<file path="config.mk">
export PLATFORM = sky130hd
export DESIGN_NAME = ma_seq
export DESIGN_NICKNAME = d
export VERILOG_FILES = /design/src/rtl/ma_seq.sv
export SDC_FILE = /design/constraint.sdc
export NUM_CORES = 1
export LEC_CHECK = 0
export CAP_MARGIN = 10
export CORE_AREA = 2 2 98 100
export CTS_CLUSTER_DIAMETER = 100
export DETAILED_ROUTE_END_ITERATION = 7
export DIE_AREA = 0 0 100 102
export GPL_ROUTABILITY_DRIVEN = 0
export SYNTH_ARGS = -nofsm -noshare
export SYNTH_HDL_FRONTEND = slang
export SYNTH_SLANG_ARGS = --single-unit
</file>
<file path="constraint.sdc">
create_clock -name clk -period 2.35 [get_ports clk]
set_clock_uncertainty 0.05 [all_clocks]
set_input_delay 0.47 -clock clk [delete_from_list [all_inputs] [get_ports clk]]
set_output_delay 0.47 -clock clk [all_outputs]
set_load 0.03 [all_outputs]
</file>
<file path="src/rtl/ma_seq.sv">
// ma_seq: memory-address sequencer with load/increment and a small
// call/return stack of saved addresses. All outputs are registered.
module ma_seq #(
  parameter int unsigned AW     = 12,
  parameter int unsigned DEPTH  = 4,
  parameter int unsigned STRIDE = 1
) (
  input  logic                         clk,
  input  logic                         rst_n,
  input  logic                         enable,
  input  logic [2:0]                   op,
  input  logic [AW-1:0]                A,
  input  logic                         err_clr,
  output logic [AW-1:0]                MAout,
  output logic [$clog2(DEPTH+1)-1:0]   depth_cnt,
  output logic                         full,
  output logic                         empty,
  output logic                         wrap,
  output logic                         err
);

  localparam int unsigned   DW      = $clog2(DEPTH + 1);
  localparam int unsigned   IW      = $clog2(DEPTH);
  localparam logic [DW-1:0] DEPTH_C = DW'(DEPTH);

  typedef enum logic [2:0] {
    OP_HOLD = 3'b000,
    OP_LOAD = 3'b001,
    OP_INC  = 3'b010,
    OP_CALL = 3'b011,
    OP_RET  = 3'b100
  } op_e;

  logic [AW-1:0] stack [DEPTH];
  logic [AW:0]   inc_sum;
  logic [AW-1:0] ma_next;
  logic [DW-1:0] cnt_next;
  logic          push;
  logic          wrap_next;
  logic          err_set;
  logic [IW-1:0] push_idx;
  logic [IW-1:0] pop_idx;

  // One extra bit captures the carry out of the increment for wrap detection.
  assign inc_sum  = {1'b0, MAout} + (AW + 1)'(STRIDE);
  assign push_idx = IW'(depth_cnt);
  assign pop_idx  = IW'(depth_cnt - DW'(1));

  // Decode the operation into next address, next depth, push and flag events.
  always_comb begin
    ma_next   = MAout;
    cnt_next  = depth_cnt;
    push      = 1'b0;
    wrap_next = 1'b0;
    err_set   = 1'b0;
    if (enable) begin
      case (op)
        OP_LOAD: ma_next = A;
        OP_INC: begin
          ma_next   = inc_sum[AW-1:0];
          wrap_next = inc_sum[AW];
        end
        OP_CALL: begin
          if (full) begin
            err_set = 1'b1;
          end else begin
            push     = 1'b1;
            cnt_next = depth_cnt + DW'(1);
            ma_next  = A;
          end
        end
        OP_RET: begin
          if (empty) begin
            err_set = 1'b1;
          end else begin
            ma_next  = stack[pop_idx];
            cnt_next = depth_cnt - DW'(1);
          end
        end
        default: ;
      endcase
    end
  end

  // Architectural state and status flags; error set takes priority over clear.
  always_ff @(posedge clk) begin
    if (!rst_n) begin
      MAout     <= '0;
      depth_cnt <= '0;
      full      <= 1'b0;
      empty     <= 1'b1;
      wrap      <= 1'b0;
      err       <= 1'b0;
    end else begin
      MAout     <= ma_next;
      depth_cnt <= cnt_next;
      full      <= (cnt_next == DEPTH_C);
      empty     <= (cnt_next == '0);
      wrap      <= wrap_next;
      if (err_set) begin
        err <= 1'b1;
      end else if (err_clr) begin
        err <= 1'b0;
      end
    end
  end

  // Saved-address storage; no reset needed since depth_cnt gates every read.
  always_ff @(posedge clk) begin
    if (rst_n && push) begin
      stack[push_idx] <= inc_sum[AW-1:0];
    end
  end

endmodule

</file>
==> metrics.yaml <==
worst_hold_path:
  hold_depth: 2
  hold_path_class: "reg2reg"
  min_to: "wrap"
  worstHoldStart: "MAout[11]"
clocking:
  cts_tree: "built"
  cts_buffer_depth: 2
  htree_levels: 3
  cts-root-buf: "clkbuf_8"
  post-cts-setup-buffer-count: 0
  cts.hold.buffers_added: 0
  clk_pin_slew_ns: 0.08
  cts_sinks: 67
  clk_latency_ns: 0.36
  numCtsBuffers: 9
pwr:
  leakage_uw: 0.00134
  p_per_area_mw_per_mm2: 664
  peakVddDrop_mv: 0.246
sta:
  hold_viol_final: 0
  slew_headroom: 0.599
  fin_ws_ns: 0.125
  fin_crit_sh: 0.947
  rsz0062_at_grt: "false"
  maxSlewViolCount: 0
  fmax_ghz: 0.449
  fin_crit_ns: 2.23
  worstMarginPinSlew_ns: 0.597
  setup_viol: 0
setup_path:
  reg2reg_from: "depth_cnt[1]"
  critPathLaunchType: "register"
  arrival_ns: 1.71
  criticalPathCategory: "reg2out"
  rr_endpoint: "MAout[10]"
  reg2reg_depth: 6
  crit_required_ns: 1.83
  path_max_fanout: 18
  endpoint_kind: "output pin"
  r2r_setup_slack_ns: 0.25
run:
  cap_violations: 0
final_layout:
  areaGrowthSynthToFinish_pct: 27.5
  utilization: 0.436
  drive_above_1_share: 0.202
  n_fill_cell: 821
  fin_nets: 316
  layout_commonest_cell: "edfxtp_1"
  final_cell_mix: "edfxtp_1, clkdlybuf4s50_1, nand2_1"
  diodes: 0
floorplanning:
  core-area_mm2: 0.00911
  dieArea_mm2: 0.0102
  io_pins: 38
  placementRows: 35
  die_w_um: 100
  initial_utilization: 0.342
  fp.dieH_um: 102
grt:
  grt_pass1_wl_um: 11300
  grt_use_total: 0.150
  grt_pass1_vias: 2034
  grt_overflow_total: 0
  antenna_found_initial: 0
  grt_max_degree: 21
yosys:
  seq_area_frac_synth: 0.585
  synth-edff-count: 48
  synth.net_count: 260
  ys_ff_latch: 67
  ys_types: 49
  synth_area_per_cell_um2: 13.2
  synthFlopType: "edfxtp_1"
  yosys_warnings: 0
  syn-instance-count: 236
  synthArstFlopShare: 0
  yosys.area.top_type_share: 0.463
  yosys.area.top_type: "edfxtp_1"
  syn_area_mm2: 0.00311
  synthTopCellsByArea: "edfxtp_1, dfxtp_1, mux4_2"
placed_design:
  dp_hpwl_um: 5150
  pre_cts_ws_ns: 0.0186
  portBuffers: 37
outcome:
  outcome: "completed"
routing:
  drt-pass1-iter-count: 4
  drt-initial-drc-count: 155
  post_drt_wl_per_cell_um: 17.8
  via_per_inst: 5.29
  drt_wl_total_um: 7250
  via_count: 2158
  ant_nets: 0
  drc_errors: 0
metrics by stage:
stage	instances	area (um^2)	power (uW)	setup TNS, ns	hold slack, ns
4_1_cts	408	3970	2660	0	0.519
5_1_grt	408	3970	2730	0	0.530
6_report	408	3970	2640	0	0.514
2_1_floorplan	236	3120	1520	0	0.575
3_5_place_dp	392	3760	1650	0	0.495
3_3_place_gp	392	3760	1650	-0.00213	0.496
where the power goes:
| group | internal (uW) | switching (uW) | leakage, uW |
|---|---|---|---|
| Clock | 506 | 502 | 0.0000984 |
| Combinational | 145 | 165 | 0.000650 |
| Sequential | 1290 | 28.1 | 0.000595 |
layer usage:
| layer | GRT usage | vias up | wire length, um |
|---|---|---|---|
| met5 | 0 | - | 0 |
| met4 | 0.0695 | 0 | 129 |
| met3 | 0.0335 | 8 | 399 |
| met2 | 0.205 | 63 | 3090 |
| met1 | 0.227 | 1062 | 3630 |
| li1 | - | 1025 | - |
cell usage after synthesis, types with 2 or more instances:
library cell	number
a22o_1	2
a21oi_1	3
xor2_1	4
ha_1	5
nand2_1	24
mux4_2	12
dfxtp_1	19
edfxtp_1	48
nand4_1	4
nand3_1	5
buf_4	3
nor4_1	2
clkbuf_1	5
nor3b_4	2
o21ai_1	9
o21a_1	2
nand2b_1	2
xnor2_1	9
nor2_1	6
inv_1	7
o21ai_0	5
and2_1	5
buf_2	5
a22oi_1	10
nor3_1	6
a31oi_1	9
critical path, stage by stage (launching register included):
cell and delay, ns:
dfxtp_2 0.33, buf_4 0.29, clkdlybuf4s50_1 0.73
final cells by class:
| class | count | area [um^2] | area share |
|---|---|---|---|
| clock buffer | 9 | 124 | 0.0312 |
| clock inverter | 7 | 82.6 | 0.0208 |
| inverter | 7 | 26.3 | 0.00662 |
| multi-input combinational | 148 | 1190 | 0.300 |
| sequential | 67 | 1820 | 0.459 |
| tap | 111 | 139 | 0.0350 |
| timing repair buffer | 59 | 586 | 0.147 |
state kept, by name, indices dropped and copies added (netlist names):
name / count
MAout: 12
depth_cnt: 3
empty: 1
err: 1
full: 1
stack: 48
wrap: 1
how the worst max path moves through the flow:
stage / cells after the start / to / startpoint
after floorplan: 9 / MAout[10] / depth_cnt[0]
after global placement: 7 / empty / op[1]
after detailed placement: 7 / MAout[10] / op[0]
after CTS: 2 / depth_cnt[0] / depth_cnt[0]
after global routing: 2 / depth_cnt[0] / depth_cnt[0]
final: 2 / depth_cnt[0] / depth_cnt[0]
cell families (layout without fill, tap and decap cells):
kind of cell | after synthesis | count (layout) | share of synthesized area
DFF | 67 | 67 | 0.585
and+or+nand+nor | 66 | 66 | 0.122
AOI/OAI and AO/OA | 52 | 52 | 0.116
buffers and inverters | 21 | 82 | 0.0333
xor gates and xnor gates | 13 | 13 | 0.0366
muxes | 12 | 12 | 0.0868
adders and majority gates | 5 | 5 | 0.0201
what timing repair did:
item | 4_1_cts | 5_1_grt
endpoints found under the setup margin | 0 | 1
endpoints found under the hold margin | 0 | 0
gates resized for setup | 0 | 1
No activity file was read; power rests on OpenSTA's default activity.
==> RTL change (same settings) <==
Reset style: asynchronous (`rst_n`), changed in one clocked block.
--- a/src/rtl/ma_seq.sv
+++ b/src/rtl/ma_seq.sv
@@ -84,5 +84,5 @@
 
   // Architectural state and status flags; error set takes priority over clear.
-  always_ff @(posedge clk) begin
+  always_ff @(posedge clk or negedge rst_n) begin
     if (!rst_n) begin
       MAout     <= '0;
Function: differs if rst_n is asserted again (counterexample within 4 cycles, from zero or initial values and one cycle with rst_n low); with rst_n held inactive, the same outputs for 4 cycles.
==> RTL change against the unedited design <==
Critical path type unchanged; area after synthesis increased by 2.4%; worst setup slack improved by 0.11 ns; critical endpoint is now MAout[5]; design area increased by 4.2%; sequential cell count stayed put; synthesized cell count up 2.5%; wire length rose by 5.1%.
Power is not compared: it rests on default switching activity, and its combinational part moved more than twofold at a synthesized area within 25%.
==> RTL change: results (changes against the unedited design) <==
postSynth.asyncResetShare_pct: 28.4  # +28 points
netlist-cell-type-count: 52  # +6.1%
wl_met3_um: 461  # +16%
grt_usage_pct: 16.4  # +1.4 points
outcome: "finished, final reports clean"
endpoint: "MAout[5]"
synth_area_leaders: "edfxtp_1 45%, dfrtp_1 14%, mux4_2 7.1%"
critPathMaxFanout: 9  # -9
dp_hpwl_um: 5340  # +3.8%
worstHoldPathCells: 1  # -1
slew_headroom_pct: 68.5  # +8.7 points
holdPathEnd: "depth_cnt[2]"
worstHoldStart: "depth_cnt[2]"
final_net_count: 330  # +4.4%
highest_layer: "met4"
place_worst_setup_slack_ns: 0.0228  # +0.00415 ns
use_met3_pct: 4.45  # +1.1 points
synth_cells: 242  # +2.5%
place_area_um2: 3880  # +3.3%
dp.cells: 406  # +3.6%
reg2reg_from: "depth_cnt[1]"
whs_ns: 0.466  # -0.0489 ns
cts_root_buffer: "clkbuf_8"
layout_setup_ws_ns: 0.236  # +0.112 ns
synthTopCellsByCount: "48 x edfxtp_1, 21 x nor2_1, 18 x dfrtp_1"
drt-wirelength-per-cell_um: 18.1  # +1.6%
ys_seq_area_share_pct: 60.2  # +1.7 points
drive_above_1_share_pct: 20.6  # +0.38 points
regToRegSetupSlack_ns: 0.33  # +0.08 ns
drt_wl_total_um: 7620  # +5.1%
met1_usage_pct: 23.1  # +0.38 points
htreeDepth: 3  # unchanged
met2_length_um: 3460  # +12%
fillers: 839  # +2.2%
vias: 2227  # +3.2%
cp.arrival_ns: 1.59  # -0.12 ns
worstSetupStartpoint: "MAout[5]"
met1Wirelength_um: 3580  # -1.4%
grtUsageMet2_pct: 24.6  # +4.1 points
timing.rr.end: "MAout[8]"
insertion_delay_ns: 0.34  # -0.02 ns
drt_iter0_markers: 152  # -1.9%
r2r.worst_path.cells: 8  # +2
[RTL change: layout make-up]
class | count | area, um2 | area share, %
flip-flops and latches | 67 | 1920 | 46.4
multi-input cells | 154 | 1170 | 28.3
repair buffers | 66 | 628 | 15.2
well taps | 111 | 139 | 3.36
clock buffers | 10 | 138 | 3.33
clock inverters | 6 | 111 | 2.69
inverters | 8 | 30.0 | 0.726
[RTL change: cells by family after synthesis]
kind of cell / share of synthesized area, %
AO/OA/AOI/OAI: 11.1
XOR/XNOR: 3.30
adder cells (fa/ha/maj): 1.96
buffers and inverters: 3.10
flip-flops: 60.2
multiplexers: 8.63
AND/OR/NAND/NOR: 11.7
[RTL change: power by group]
group	switching, mW	leakage [nW]	total [mW]	internal, mW
logic	0.852	0.753	1.55	0.701
registers	0.175	0.663	1.68	1.50
clock network	0.450	0.125	1.19	0.736
[RTL change: repair_timing]
action / 4_1_cts / 5_1_grt
buffers inserted: 0 / 0
resized for setup: 0 / 1
endpoints found under the setup margin: 0 / 1
